<file path="config.mk">
export PLATFORM = sky130hd
export DESIGN_NAME = fir_mac_serial
export DESIGN_NICKNAME = d
export VERILOG_FILES = /design/src/rtl/fir_mac_serial_pkg.sv /design/src/rtl/fir_coeff_regfile.sv /design/src/rtl/fir_mac_serial.sv
export SDC_FILE = /design/constraint.sdc
export NUM_CORES = 1
export LEC_CHECK = 0
export ABC_AREA = 1
export CORE_UTILIZATION = 60
export CTS_CLUSTER_DIAMETER = 200
export DETAILED_ROUTE_END_ITERATION = 8
export DONT_BUFFER_PORTS = 1
export GPL_ROUTABILITY_DRIVEN = 0
export GPL_TIMING_DRIVEN = 0
export PLACE_DENSITY = 0.76
export REMOVE_ABC_BUFFERS = 1
export SETUP_SLACK_MARGIN = 0.15
export SLEW_MARGIN = 20
export SYNTH_ARGS = -nofsm -noshare
export SYNTH_HDL_FRONTEND = slang
export SYNTH_SLANG_ARGS = --single-unit
</file>
<file path="constraint.sdc">
create_clock -name iClk12M -period 11.5 [get_ports iClk12M]
set_clock_uncertainty 0.05 [all_clocks]
set_input_delay 2.3 -clock iClk12M [delete_from_list [all_inputs] [get_ports iClk12M]]
set_output_delay 2.3 -clock iClk12M [all_outputs]
set_load 0.03 [all_outputs]
</file>
<file path="src/rtl/fir_mac_serial_pkg.sv">
// Shared constants, FSM state encoding and coefficient-write payload for the serial FIR MAC.
package fir_mac_serial_pkg;

    localparam int unsigned FIR_IN_W      = 4;
    localparam int unsigned FIR_COEF_W    = 10;
    localparam int unsigned FIR_NUM_TAPS  = 11;
    localparam int unsigned FIR_ACC_W     = 18;
    localparam int unsigned FIR_SHIFT     = 7;
    localparam int unsigned FIR_OUT_W     = 8;
    localparam int unsigned TAP_SEL_W     = 4;
    localparam int unsigned TAP_CENTRE    = 10;
    localparam int unsigned SAMPLE_PERIOD = 20;

    typedef enum logic [1:0] {
        ST_IDLE  = 2'd0,
        ST_FETCH = 2'd1,
        ST_DRAIN = 2'd2,
        ST_OUT   = 2'd3
    } fir_state_t;

    typedef struct packed {
        logic [TAP_SEL_W-1:0]  addr;
        logic [FIR_COEF_W-1:0] data;
    } coeff_wr_t;

endpackage

</file>
<file path="src/rtl/fir_coeff_regfile.sv">
// Coefficient bank: NUM_TAPS signed registers, one synchronous write port, one combinational read port.
module fir_coeff_regfile #(
    parameter int unsigned COEF_W   = 10,
    parameter int unsigned NUM_TAPS = 11,
    parameter int unsigned ADDR_W   = 4
) (
    input  logic                     i_clk,
    input  logic                     i_rst_n,
    input  logic                     i_we,
    input  logic [ADDR_W-1:0]        i_waddr,
    input  logic signed [COEF_W-1:0] i_wdata,
    input  logic [ADDR_W-1:0]        i_raddr,
    output logic signed [COEF_W-1:0] o_rdata_c
);

    logic signed [COEF_W-1:0] r_coef [NUM_TAPS];

    always_ff @(posedge i_clk or negedge i_rst_n) begin
        if (!i_rst_n) begin
            for (int i = 0; i < NUM_TAPS; i++) begin
                r_coef[i] <= '0;
            end
        end else if (i_we) begin
            for (int i = 0; i < NUM_TAPS; i++) begin
                if (i_waddr == ADDR_W'(i)) begin
                    r_coef[i] <= i_wdata;
                end
            end
        end
    end

    // Out-of-range read addresses return zero.
    always_comb begin
        o_rdata_c = '0;
        for (int i = 0; i < NUM_TAPS; i++) begin
            if (i_raddr == ADDR_W'(i)) begin
                o_rdata_c = r_coef[i];
            end
        end
    end

endmodule

</file>
<file path="src/rtl/fir_mac_serial.sv">
// Serial MAC for the 21-tap symmetric FIR: walks 11 pre-added taps through one multiplier per
// sample frame, then rounds, scales and saturates the sum to a registered output.
module fir_mac_serial
    import fir_mac_serial_pkg::*;
(
    input  logic                         iClk12M,
    input  logic                         iRsn,
    input  logic                         iEnSample600k,
    output logic [TAP_SEL_W-1:0]         oTapSel,
    input  logic signed [FIR_IN_W-1:0]   iTapSum,
    input  logic                         iCoeffWe,
    input  logic [TAP_SEL_W-1:0]         iCoeffAddr,
    input  logic signed [FIR_COEF_W-1:0] iCoeffData,
    output logic                         oCoeffErr,
    output logic signed [FIR_OUT_W-1:0]  oFirOut,
    output logic                         oFirValid,
    output logic                         oOverrun,
    output logic                         oBusy
);

    localparam logic [TAP_SEL_W-1:0]        L_TAP_LAST = TAP_SEL_W'(TAP_CENTRE);
    localparam logic signed [FIR_ACC_W-1:0] L_RND      = FIR_ACC_W'(1 << (FIR_SHIFT - 1));
    localparam logic signed [FIR_ACC_W-1:0] L_OUT_MAX  = FIR_ACC_W'((1 << (FIR_OUT_W - 1)) - 1);
    localparam logic signed [FIR_ACC_W-1:0] L_OUT_MIN  = FIR_ACC_W'(-(1 << (FIR_OUT_W - 1)));

    fir_state_t                   r_state;
    fir_state_t                   w_state_nxt;
    logic [TAP_SEL_W-1:0]         r_tap_sel;
    logic [TAP_SEL_W-1:0]         w_tap_sel_nxt;
    logic                         r_drain_last;
    logic                         w_drain_last_nxt;
    logic                         w_clr_acc;
    logic                         w_do_out;

    logic [TAP_SEL_W-1:0]         r_sel_d;
    logic                         r_mul_en;
    logic                         r_acc_en;
    logic signed [FIR_ACC_W-1:0]  r_prod;
    logic signed [FIR_ACC_W-1:0]  r_acc;
    logic signed [FIR_OUT_W-1:0]  r_fir_out;
    logic                         r_fir_valid;
    logic                         r_overrun;
    logic                         r_coeff_err;
    logic                         r_busy;
    coeff_wr_t                    r_pend;
    logic                         r_pend_vld;

    logic                         w_idle;
    logic                         w_wr_ok;
    logic                         w_pend_commit;
    logic                         w_rf_we;
    logic [TAP_SEL_W-1:0]         w_rf_addr;
    logic signed [FIR_COEF_W-1:0] w_rf_data;
    logic signed [FIR_COEF_W-1:0] w_coef_c;
    logic signed [FIR_ACC_W-1:0]  w_tap_ext;
    logic signed [FIR_ACC_W-1:0]  w_coef_ext;
    logic signed [FIR_ACC_W-1:0]  w_prod;
    logic signed [FIR_ACC_W-1:0]  w_sum;
    logic signed [FIR_ACC_W-1:0]  w_shr;
    logic signed [FIR_OUT_W-1:0]  w_sat;

    assign w_idle  = (r_state == ST_IDLE);
    assign w_wr_ok = iCoeffWe && w_idle && (iCoeffAddr <= L_TAP_LAST);

    // A write that coincides with a frame start is parked until the frame ends, so that frame sees the old value.
    assign w_pend_commit = (r_state == ST_OUT) && r_pend_vld;
    assign w_rf_we       = (w_wr_ok && !iEnSample600k) || w_pend_commit;
    assign w_rf_addr     = w_pend_commit ? r_pend.addr : iCoeffAddr;
    assign w_rf_data     = w_pend_commit ? $signed(r_pend.data) : iCoeffData;

    fir_coeff_regfile #(
        .COEF_W   (FIR_COEF_W),
        .NUM_TAPS (FIR_NUM_TAPS),
        .ADDR_W   (TAP_SEL_W)
    ) u_coeff_regfile (
        .i_clk     (iClk12M),
        .i_rst_n   (iRsn),
        .i_we      (w_rf_we),
        .i_waddr   (w_rf_addr),
        .i_wdata   (w_rf_data),
        .i_raddr   (r_sel_d),
        .o_rdata_c (w_coef_c)
    );

    assign w_tap_ext  = FIR_ACC_W'(iTapSum);
    assign w_coef_ext = FIR_ACC_W'(w_coef_c);
    assign w_prod     = w_tap_ext * w_coef_ext;

    // Final sum includes the last product, which lands on the same edge the output is registered.
    assign w_sum = r_acc + r_prod;
    assign w_shr = (w_sum + L_RND) >>> FIR_SHIFT;

    always_comb begin
        w_sat = FIR_OUT_W'(w_shr);
        if (w_shr > L_OUT_MAX) begin
            w_sat = FIR_OUT_W'(L_OUT_MAX);
        end else if (w_shr < L_OUT_MIN) begin
            w_sat = FIR_OUT_W'(L_OUT_MIN);
        end
    end

    always_ff @(posedge iClk12M or negedge iRsn) begin
        if (!iRsn) begin
            r_state <= ST_IDLE;
        end else begin
            r_state <= w_state_nxt;
        end
    end

    always_comb begin
        w_state_nxt      = r_state;
        w_tap_sel_nxt    = '0;
        w_drain_last_nxt = 1'b0;
        w_clr_acc        = 1'b0;
        w_do_out         = 1'b0;
        unique case (r_state)
            ST_IDLE: begin
                if (iEnSample600k) begin
                    w_state_nxt = ST_FETCH;
                    w_clr_acc   = 1'b1;
                end
            end
            ST_FETCH: begin
                if (r_tap_sel == L_TAP_LAST) begin
                    w_state_nxt = ST_DRAIN;
                end else begin
                    w_tap_sel_nxt = r_tap_sel + TAP_SEL_W'(1);
                end
            end
            ST_DRAIN: begin
                if (r_drain_last) begin
                    w_state_nxt = ST_OUT;
                    w_do_out    = 1'b1;
                end else begin
                    w_drain_last_nxt = 1'b1;
                end
            end
            ST_OUT: begin
                w_state_nxt = ST_IDLE;
            end
            default: begin
                w_state_nxt = ST_IDLE;
            end
        endcase
    end

    always_ff @(posedge iClk12M or negedge iRsn) begin
        if (!iRsn) begin
            r_tap_sel    <= '0;
            r_drain_last <= 1'b0;
            r_sel_d      <= '0;
            r_mul_en     <= 1'b0;
            r_acc_en     <= 1'b0;
            r_prod       <= '0;
            r_acc        <= '0;
            r_fir_out    <= '0;
            r_fir_valid  <= 1'b0;
            r_overrun    <= 1'b0;
            r_coeff_err  <= 1'b0;
            r_busy       <= 1'b0;
            r_pend       <= '0;
            r_pend_vld   <= 1'b0;
        end else begin
            r_tap_sel    <= w_tap_sel_nxt;
            r_drain_last <= w_drain_last_nxt;
            r_busy       <= (w_state_nxt != ST_IDLE);
            r_overrun    <= iEnSample600k && !w_idle;
            r_coeff_err  <= iCoeffWe && !w_wr_ok;
            r_fir_valid  <= w_do_out;
            // Tap select at t, product at t+1 edge, accumulate at t+2 edge.
            r_sel_d      <= r_tap_sel;
            r_mul_en     <= (r_state == ST_FETCH);
            r_acc_en     <= r_mul_en;
            if (r_mul_en) begin
                r_prod <= w_prod;
            end
            if (w_clr_acc) begin
                r_acc <= '0;
            end else if (r_acc_en) begin
                r_acc <= w_sum;
            end
            if (w_do_out) begin
                r_fir_out <= w_sat;
            end
            if (w_wr_ok && iEnSample600k) begin
                r_pend_vld <= 1'b1;
                r_pend     <= '{addr: iCoeffAddr, data: iCoeffData};
            end else if (w_pend_commit) begin
                r_pend_vld <= 1'b0;
            end
        end
    end

    assign oTapSel   = r_tap_sel;
    assign oCoeffErr = r_coeff_err;
    assign oFirOut   = r_fir_out;
    assign oFirValid = r_fir_valid;
    assign oOverrun  = r_overrun;
    assign oBusy     = r_busy;

endmodule
</file>
==> qor.csv, run 1 <==
stage,metric,value,unit
outcome,status,finished clean,
cells_and_area,FF/Latch Area,4554,µm²
synthesis,largest area contributor in the netlist,dfrtp_1,
critical_path,crit-path max FO,13,
sta,"Hold Vio Cnt, Final",0,
sta,Final setup viols,0,
floorplanning,full die area,17920,µm²
global_routing,Tot GR Track Use,0.2769,
placement,detailed placement HPWL,16.52,mm
critical_path,worst setup path startpoint,r_sel_d[3]$_DFF_PN0_,
drt,Routed Antenna Nets,0,
clocking,"CTS clk-pin slew, worst paths",0.07,ns
synthesis,Mapped Area,10430,µm²
drt,detailed-route DRC error count,0,
sta,Worst slew margin,0.2316,
cells_and_area,area grow syn2layout,6.295,%
clocking,CTS tree,done,
sta,max-slew violations,0,
power_and_ir_drop,pwr dens,316.2,nW/µm²
sta,Setup TNS,0,ns
global_routing,largest net degree at the start of global routing,183,
flow_run,Max-Cap Viols,0,
clocking,post-cts hold buffer count,0,
drt,Pre-Repair DR Iteration Count,6,
synthesis,"Top FF cell, synth",dfrtp_1,
clocking,CTS resizes,0,
drt,drt via density,5.506,
cells_and_area,Antenna diodes,0,
cells_and_area,Layout Nets,1391,
placement,count of input and output buffers,0,
global_routing,Congestion Overflow GR,0,
critical_path,Startpoint Class,flip-flop,
floorplanning,# IOs,38,
cells_and_area,Finished Core Util,0.6617,
drt,initial detailed-routing violation count,596,
sta,Tmin final,6.253,ns
critical_path,"delay-heaviest family, CP",simple AND/OR/NAND/NOR gates,
critical_path,R2R Path Start,r_sel_d[3]$_DFF_PN0_,
min_path,HP Start,r_drain_last$_DFF_PN0_,
drt,DR WL/cell,14.92,µm
floorplanning,Core ar.,16760,µm²
cells_and_area,area of the multi-input gates,5146,µm²
critical_path,max incr delay on CP,0.70,ns
global_routing,first-pass GRT wire length,39.61,mm
min_path,Tightest Hold Check Type,reg2reg,
synthesis,"EDFF count, synth",0,
floorplanning,Horiz. Die Dim,133.9,µm
critical_path,worst path arrival time,6.51,ns
sta,RSZ-0062 raised after global routing,false,
clocking,H-tree depth,4,
clocking,clk root buf,clkbuf_16,
clocking,total clock sinks,182,
critical_path,"Data required, critical path",11.76,ns
drt,number of vias in the routed layout,8451,
sta,Final Cycle Share,0.5438,
sta,fmax,0.1599,GHz
floorplanning,Starting Density,0.6225,
synthesis,top post-synthesis cells by area,"dfrtp_1, nand2_1, o21ai_0, ha_1, inv_1",
clocking,later-pin clock latency in the skew report,0.45,ns
sta,Worst-Margin Slew,1.141,ns
synthesis,Netlist cell types,34,
synthesis,Yosys Warn Count,0,
clocking,Longest Clk Path Bufs,2,
synthesis,Post-Synthesis Mean Instance Area,7.816,µm²
power_and_ir_drop,VDD IR max,0.1650,mV
critical_path,critical path's most frequent cell,nand2_1,
floorplanning,Core Rows,47,
cells_and_area,layout cells sized above 1,0.05932,
synthesis,most frequent cell after synthesis,nand2_1,
cells_and_area,Layout fillers,1437,
clocking,# Post-CTS Setup Buffers,0,
global_routing,vias in the first global route,8227,
floorplanning,die height,133.9,µm
critical_path,crit end category,flip-flop,
critical_path,Buf/Inv on CP,1,
synthesis,Synth top cells by count,"nand2_1, o21ai_0, dfrtp_1",
synthesis,Post-synth ARST share,1.000,
synthesis,#FFs+latches synth,182,
synthesis,Syn Inst Count,1335,
synthesis,"Seq/Total Area, Yosys",0.4365,
clocking,Inserted Clock Buffers,17,
critical_path,slowest CP cell,nor2_1,
sta,hold_ws,0.3779,ns
global_routing,initial antenna violation count,0,
synthesis,Yosys top cell area share,0.4365,
critical_path,Worst Setup Path Type,reg2reg,
drt,drt total wl,22.90,mm
power_and_ir_drop,leakage power,0.005658,µW
flip-flops by register name (all words and copies together), names as in the netlist, 2 cells and up:
| register | count |
|---|---|
| oFirOut | 8 |
| oTapSel | 4 |
| r_acc | 18 |
| r_pend | 14 |
| r_prod | 14 |
| r_sel_d | 4 |
| r_state | 2 |
| u_coeff_regfile.r_coef | 110 |
report_power, final:
part	internal, µW	switching [µW]
combinational	678	1250
sequential	831	174
clock	293	284
total	1800	1700
worst paths after layout:
path	to	slack [ns]	cells after the start
min	r_drain_last$_DFF_PN0_	0.38	1
min reg2reg	r_drain_last$_DFF_PN0_	0.38	1
max reg2reg	r_prod[12]$_DFFE_PN0P_	5.25	26
max in group asynchronous	u_coeff_regfile.r_coef[70]$_DFFE_PN0P_	9.59	0
min in group asynchronous	r_prod[11]$_DFFE_PN0P_	1.50	0
max	r_prod[12]$_DFFE_PN0P_	5.25	26
through the flow:
stage,worst slack [ns],cell area (µm²),total power (µW),cells
after floorplan,6.115,10240,2477,1284
after global placement,5.423,10520,2855,1504
after detailed placement,5.322,10520,2912,1504
after CTS,5.230,11090,3511,1535
after global routing,4.595,11090,3858,1535
final,5.247,11090,3507,1535
per-layer routing:
| metal | GRT usage | vias up | wire, µm |
|---|---|---|---|
| li1 | - | 4235 | - |
| met1 | 0.3709 | 4014 | 10600 |
| met2 | 0.4663 | 167 | 11220 |
| met3 | 0.04271 | 35 | 771 |
| met4 | 0.08207 | 0 | 316 |
| met5 | 0 | - | 0 |
final cells by class:
cell class / instances / area share
clock buffers: 18 / 0.03960
flip-flops and latches: 182 / 0.4107
inverters: 144 / 0.04874
multi-input cells: 958 / 0.4640
well taps: 220 / 0.02482
clock inverters: 13 / 0.01218
kinds of logic (layout without fill, tap and decap cells):
logic type,Yosys count,in the layout,share of synthesized area
AO/OA/AOI/OAI,244,244,0.1228
XOR/XNOR,22,22,0.01991
AND/OR/NAND/NOR,626,626,0.2548
buffers and inverters,195,175,0.07027
flip-flops,182,182,0.4365
adder cells (fa/ha/maj),66,66,0.09570
cell usage in the layout, fill, tap and decap left out, types with 10 or more instances in the layout:
master,count
a21oi_1,44
clkbuf_16,17
dfrtp_1,182
fa_1,23
ha_1,43
inv_1,138
nand2_1,386
nand2_2,10
nand3_1,92
nand4_1,16
nor2_1,81
o21ai_0,175
or2_2,18
xor2_1,12
Power figures use the tool's default switching activity.
==> run 2, diff against run 1 <==
clock period = 6.2 ns   (was 11.5 ns; I/O delays follow)
==> qor.csv, run 2 (synthesis results as in run 1) <==
stage,metric,value,unit,change
critical_path,Worst Setup Path Type,reg2reg,,
placement,detailed placement HPWL,16.52,mm,unchanged
min_path,HP Start,r_drain_last$_DFF_PN0_,,
critical_path,Startpoint Class,flip-flop,,
clocking,later-pin clock latency in the skew report,0.44,ns,about the same
global_routing,Congestion Overflow GR,0,,unchanged
cells_and_area,Finished Core Util,0.6632,,+0.001494
sta,Final setup viols,0,,unchanged
sta,max-slew violations,0,,unchanged
drt,wl on met1,10.65,mm,+0.46%
outcome,status,finished clean,,
critical_path,"Data required, critical path",6.45,ns,-5.31 ns
global_routing,largest net degree at the start of global routing,183,,unchanged
global_routing,initial antenna violation count,0,,unchanged
sta,fmax,0.1798,GHz,+12%
drt,number of vias in the routed layout,8415,,-0.43%
power_and_ir_drop,pwr dens,586.8,nW/µm²,+86%
critical_path,worst path arrival time,5.81,ns,-0.70 ns
global_routing,vias in the first global route,8227,,unchanged
power_and_ir_drop,sequential power share,0.287,,about the same
flow_run,Max-Cap Viols,0,,unchanged
clocking,H-tree depth,4,,unchanged
global_routing,first-pass GRT wire length,39.61,mm,unchanged
clocking,post-cts hold buffer count,0,,unchanged
cells_and_area,"commonest cells after routing, fill and taps aside","nand2_1, dfrtp_1, o21ai_0",,
clocking,"CTS clk-pin slew, worst paths",0.07,ns,about the same
power_and_ir_drop,Int Pwr,3353,µW,+86%
critical_path,crit end category,flip-flop,,
drt,met2 wire length,11.28,mm,+0.57%
floorplanning,Core ar.,16760,µm²,unchanged
drt,drt total wl,22.92,mm,about the same
cells_and_area,area grow syn2layout,6.536,%,
critical_path,crit-path max FO,10,,-3
power_and_ir_drop,leakage power,0.005665,µW,+0.14%
power_and_ir_drop,Comb pwr share,0.550,,about the same
min_path,Tightest Hold Check Type,reg2reg,,
floorplanning,full die area,17920,µm²,unchanged
clocking,Inserted Clock Buffers,17,,unchanged
power_and_ir_drop,sw frac,0.4860,,about the same
power_and_ir_drop,Psw,3170,µW,+86%
sta,Final Cycle Share,0.8969,,+0.3532
placement,count of input and output buffers,0,,unchanged
power_and_ir_drop,VDD IR max,0.3042,mV,+84%
floorplanning,Horiz. Die Dim,133.9,µm,unchanged
drt,WL met3,694,µm,-10%
sta,Setup TNS,0,ns,unchanged
drt,initial detailed-routing violation count,595,,-0.17%
drt,DR WL/cell,14.92,µm,about the same
drt,detailed-route DRC error count,0,,unchanged
clocking,CTS tree,done,,
sta,RSZ-0062 raised after global routing,false,,
cells_and_area,largest registers,"u_coeff_regfile.r_coef: 110 flops, r_acc: 18 flops",,
power_and_ir_drop,Clk pwr share,0.164,,about the same
clocking,total clock sinks,182,,unchanged
global_routing,Tot GR Track Use,0.2769,,unchanged
cells_and_area,"most common cell after layout, fill and taps aside",nand2_1,,
cells_and_area,final non-filler cell total,1536,,+0.065%
critical_path,worst setup path startpoint,r_sel_d[1]$_DFF_PN0_,,
floorplanning,die height,133.9,µm,unchanged
drt,max layer used,met4,,
cells_and_area,layout cells sized above 1,0.06231,,+0.002994
floorplanning,Core Rows,47,,unchanged
power_and_ir_drop,"Power, Total",6523,µW,+86%
sta,hold_ws,0.3778,ns,-0.0001040 ns
critical_path,R2R Path Start,r_sel_d[1]$_DFF_PN0_,,
sta,Tmin final,5.561,ns,-0.6921 ns
floorplanning,# IOs,38,,unchanged
drt,drt via density,5.479,,-0.49%
placement,DP Cell Count,1504,,unchanged
drt,Routed Antenna Nets,0,,unchanged
floorplanning,Starting Density,0.6225,,unchanged
clocking,Longest Clk Path Bufs,2,,unchanged
sta,"Hold Vio Cnt, Final",0,,unchanged
sta,Worst-Margin Slew,1.110,ns,-0.03015 ns
cells_and_area,Layout Nets,1392,,+0.072%
cells_and_area,number of flip-flops in the largest register,110,,unchanged
cells_and_area,Largest Register,u_coeff_regfile.r_coef,,
cells_and_area,Antenna diodes,0,,unchanged
clocking,clk root buf,clkbuf_16,,
sta,Worst slew margin,0.2519,,+0.02032
drt,Pre-Repair DR Iteration Count,5,,-1
==> run 2: changes by cell type in the layout (fill, tap and decap cells not counted) <==
cell / previous run / this run
nor2_4: 1 / 3
nand2_2: 10 / 11
nand2_1: 386 / 385
nor2_1: 81 / 79
buf_4: 0 / 1
==> run 2: timing repair <==
item,in CTS,in global routing
gates resized for setup,1,4
setup endpoints to repair,2,5
buffers inserted,0,1
endpoints found under the hold margin,0,0
pin swaps,0,1
==> run 2: cell type report <==
| class | count | area [µm²] |
|---|---|---|
| fill | 1435 | 5644 |
| clock inverter | 13 | 135.1 |
| sequential | 182 | 4554 |
| clock buffer | 18 | 439.2 |
| tap | 220 | 275.3 |
| inverter | 144 | 540.5 |
| multi-input combinational | 958 | 5164 |
| timing repair buffer | 1 | 7.507 |
==> run 2: final timing paths <==
path / end / slack [ns] / cells past startpoint
worst max-delay path: r_prod[12]$_DFFE_PN0P_ / 0.64 / 26
worst min register to register: r_drain_last$_DFF_PN0_ / 0.38 / 1
worst max register to register: r_prod[12]$_DFFE_PN0P_ / 0.64 / 26
min in group asynchronous: r_prod[11]$_DFFE_PN0P_ / 0.45 / 0
worst min-delay path: r_drain_last$_DFF_PN0_ / 0.38 / 1
max in group asynchronous: u_coeff_regfile.r_coef[70]$_DFFE_PN0P_ / 5.33 / 0
==> run 2: per-stage QoR <==
| stage | instance area (µm²) | worst slack [ns] |
|---|---|---|
| 6_report | 11120 | 0.6389 |
| 5_1_grt | 11120 | 0.1876 |
| 4_1_cts | 11090 | 0.2501 |
| 3_5_place_dp | 10520 | 0.02151 |
| 3_3_place_gp | 10520 | 0.1228 |
| 2_1_floorplan | 10240 | 1.184 |
==> run 2: worst max-delay path, stage by stage (launching register included) <==
cell,delay [ns]
dfrtp_1,0.43
inv_1,0.08
nor2_1,0.18
inv_1,0.09
nor2_1,0.46
clkinv_1,0.39
o21ai_0,0.25
nand2_1,0.07
a21oi_1,0.15
nand3_1,0.14
nand2_1,0.13
nor2_1,0.06
fa_1,0.47
fa_1,0.51
ha_1,0.36
ha_1,0.31
nand2_1,0.07
nand2_1,0.06
a21oi_1,0.19
o21ai_0,0.18
nand3_1,0.11
nand2_1,0.08
a21oi_1,0.14
nor2_1,0.05
nor2_1,0.11
xor2_1,0.23
o21ai_0,0.10
==> run 2: metal layers <==
layer	up-vias	global-route usage
li1	4240	-
met1	4004	0.3709
met2	138	0.4663
met3	33	0.04271
met4	0	0.08207
met5	-	0
==> run 2: power groups by stage <==
| stage | Sequential, µW | Combinational (µW) | Clock (µW) |
|---|---|---|---|
| after floorplan | 1800 | 2790 | 0 |
| after global placement | 1870 | 3430 | 0 |
| after detailed placement | 1880 | 3520 | 0 |
| after CTS | 1860 | 3570 | 1080 |
| after global routing | 1910 | 4140 | 1120 |
| final | 1870 | 3590 | 1070 |
==> run 3, diff against run 2 <==
CAP_MARGIN = 10   (was default)
CORE_MARGIN = 1   (was default)
==> results of run 3 <==
The final DEF is identical to that of run 2; final timing and power are the same.
==> variant, RTL diff (config.mk and constraints of run 3) <==
Set the package constant `FIR_OUT_W` to 9 (it was 8).
--- a/src/rtl/fir_mac_serial_pkg.sv
+++ b/src/rtl/fir_mac_serial_pkg.sv
@@ -8,3 +8,3 @@
     localparam int unsigned FIR_SHIFT     = 7;
-    localparam int unsigned FIR_OUT_W     = 8;
+    localparam int unsigned FIR_OUT_W     = 9;
     localparam int unsigned TAP_SEL_W     = 4;
Ports: changed (resized oFirOut); port bits go from 38 to 39. No check against the original RTL was run, so the function may have changed too.
==> variant against run 3 <==
  * Sequential cell count is 1 higher
  * Via count is 2.1% higher
  * Power is 2.6% higher
  * Synthesized area is 1.8% higher
  * Combinational power is 5% higher
  * Setup slack worse by 0.020 ns
  * Global-route usage is 0.92 points lower
  * Die area is 1.8% higher
  * Design area is 1.9% higher
  * Routed wire length is 0.75% higher
  * Critical endpoint unchanged
  * Largest power group unchanged
==> variant: results (changes against run 3) <==
| Metric | Value |
|---|---|
| Status | completed |
| H-tree levels | 4 (unchanged) |
| Pin count of the biggest net entering global routing | 184 (+0.55%) |
| VDD IR-drop max | 0.0003841 V (+26%) |
| IO Port Bufs | 0 (unchanged) |
| Worst path max stage delay | 0.67 ns (+0.16 ns) |
| Slew headroom | 0.2615 (+0.009570) |
| Post-synth ARST share | 1.000 (unchanged) |
| Placed Area | 10710 µm² (+1.9%) |
| Maximum clock path buffer count | 2 (unchanged) |
| Layout cells sized above 1 | 0.06889 (+0.006579) |
| Inserted Clock Buffers | 17 (unchanged) |
| Clock latency at the later pin of the worst-skew pair | 0.43 ns |
| Comb power frac | 0.563 (+0.013) |
| Worst hold path type | register to register |
| Synth top area cells | dfrtp_1, nand2_1, o21ai_0, inv_1, ha_1 |
| Worst EP arrival | 5.83 ns (+0.02 ns) |
| Global-route wire length before repair | 38430 µm (-3.0%) |
| CP top delay family | simple AND/OR/NAND/NOR gates |
| Hpwl dp | 16740 µm (+1.3%) |
| Vias in the first global route | 7937 (-3.5%) |
| CP max stage cell | nor2_2 |
| Syn. warnings | 0 (unchanged) |
| Sequential area share after synthesis | 0.4310 (-0.005509) |
| Initial antenna violation count | 0 (unchanged) |
| Antenna cells | 0 (unchanged) |
| Clock transition at path regs | 0.07 ns (about the same) |
| Leak | 5.733 nW (+1.2%) |
| Initial DRC count | 495 (-17%) |
| Commonest cells post-synth | nand2_1, dfrtp_1, o21ai_0, inv_1, nand3_1 |
| Filler instances | 1483 (+3.3%) |
| Clock Power Share | 0.155 (-0.009) |
| Distinct cell type count after synthesis | 37 (+8.8%) |
| Vias/cell | 5.456 (-0.41%) |
| Nets | 1427 (+2.5%) |
| Clock root cell | clkbuf_16 |
| Max FO, Critical Path | 18 (+8) |
| Biggest registers after layout | u_coeff_regfile.r_coef: 110 flops, r_acc: 18 flops |
| DR WL/cell | 14.66 µm (-1.7%) |
| Sw frac | 0.4841 (-0.001871) |
| Global Route Usage Sum | 0.2677 (-0.009161) |
| Drt pass-1 iters | 7 (+2) |
## variant: path summary, 6_finish.rpt
kind | startpoint | end | slack, ns | cells after the start
max | r_sel_d[0] | r_prod[12] | 0.62 | 29
min | r_drain_last | r_drain_last | 0.37 | 1
max reg2reg | r_sel_d[0] | r_prod[12] | 0.62 | 29
min reg2reg | r_drain_last | r_drain_last | 0.37 | 1
max in group asynchronous | iRsn | oFirOut[5] | 5.29 | 0
min in group asynchronous | iRsn | r_prod[12] | 0.46 | 0
## variant: per-stage QoR
stage	utilization	total power, W	setup slack, ns	instances	setup TNS (ns)
finish	0.6547	0.006693	0.6187	1575	0
floorplan	-	0.004752	1.106	1317	0
detailed placement	0.6194	0.005584	-0.1828	1542	-0.4732
global placement	0.6193	0.005471	-0.1025	1542	-0.2338
CTS	0.6520	0.006671	0.1993	1572	0
global route	0.6547	0.007345	0.1597	1575	0
## variant: cells by family after synthesis
family / Yosys count / share of synthesized area
AO/OA/AOI/OAI: 242 / 0.1195
XOR/XNOR: 21 / 0.01872
buffers and inverters: 209 / 0.07419
AND/OR/NAND/NOR: 647 / 0.2633
flip-flops: 183 / 0.4310
adder cells (fa/ha/maj): 66 / 0.09326
## variant: layout make-up
cell class | count | share of cell area
Multi-Input combinational cell | 976 | 0.4670
Sequential cell | 183 | 0.4044
Inverter | 158 | 0.05271
Clock buffer | 21 | 0.04066
Tap cell | 225 | 0.02486
Clock inverter | 9 | 0.008398
Timing Repair Buffer | 3 | 0.001989
## variant: repair_timing
action / CTS / global route
setup buffers: 0 / 3
pin swaps: 0 / 1
setup endpoints to repair: 4 / 4
gates resized for setup: 2 / 7
## variant: per-layer routing
layer	vias up	global-route usage	wire, µm
met2	123	0.4588	11500
li1	4338	-	-
met4	0	0.07428	298
met5	-	0	0
met1	4103	0.3558	10680
met3	29	0.03791	619
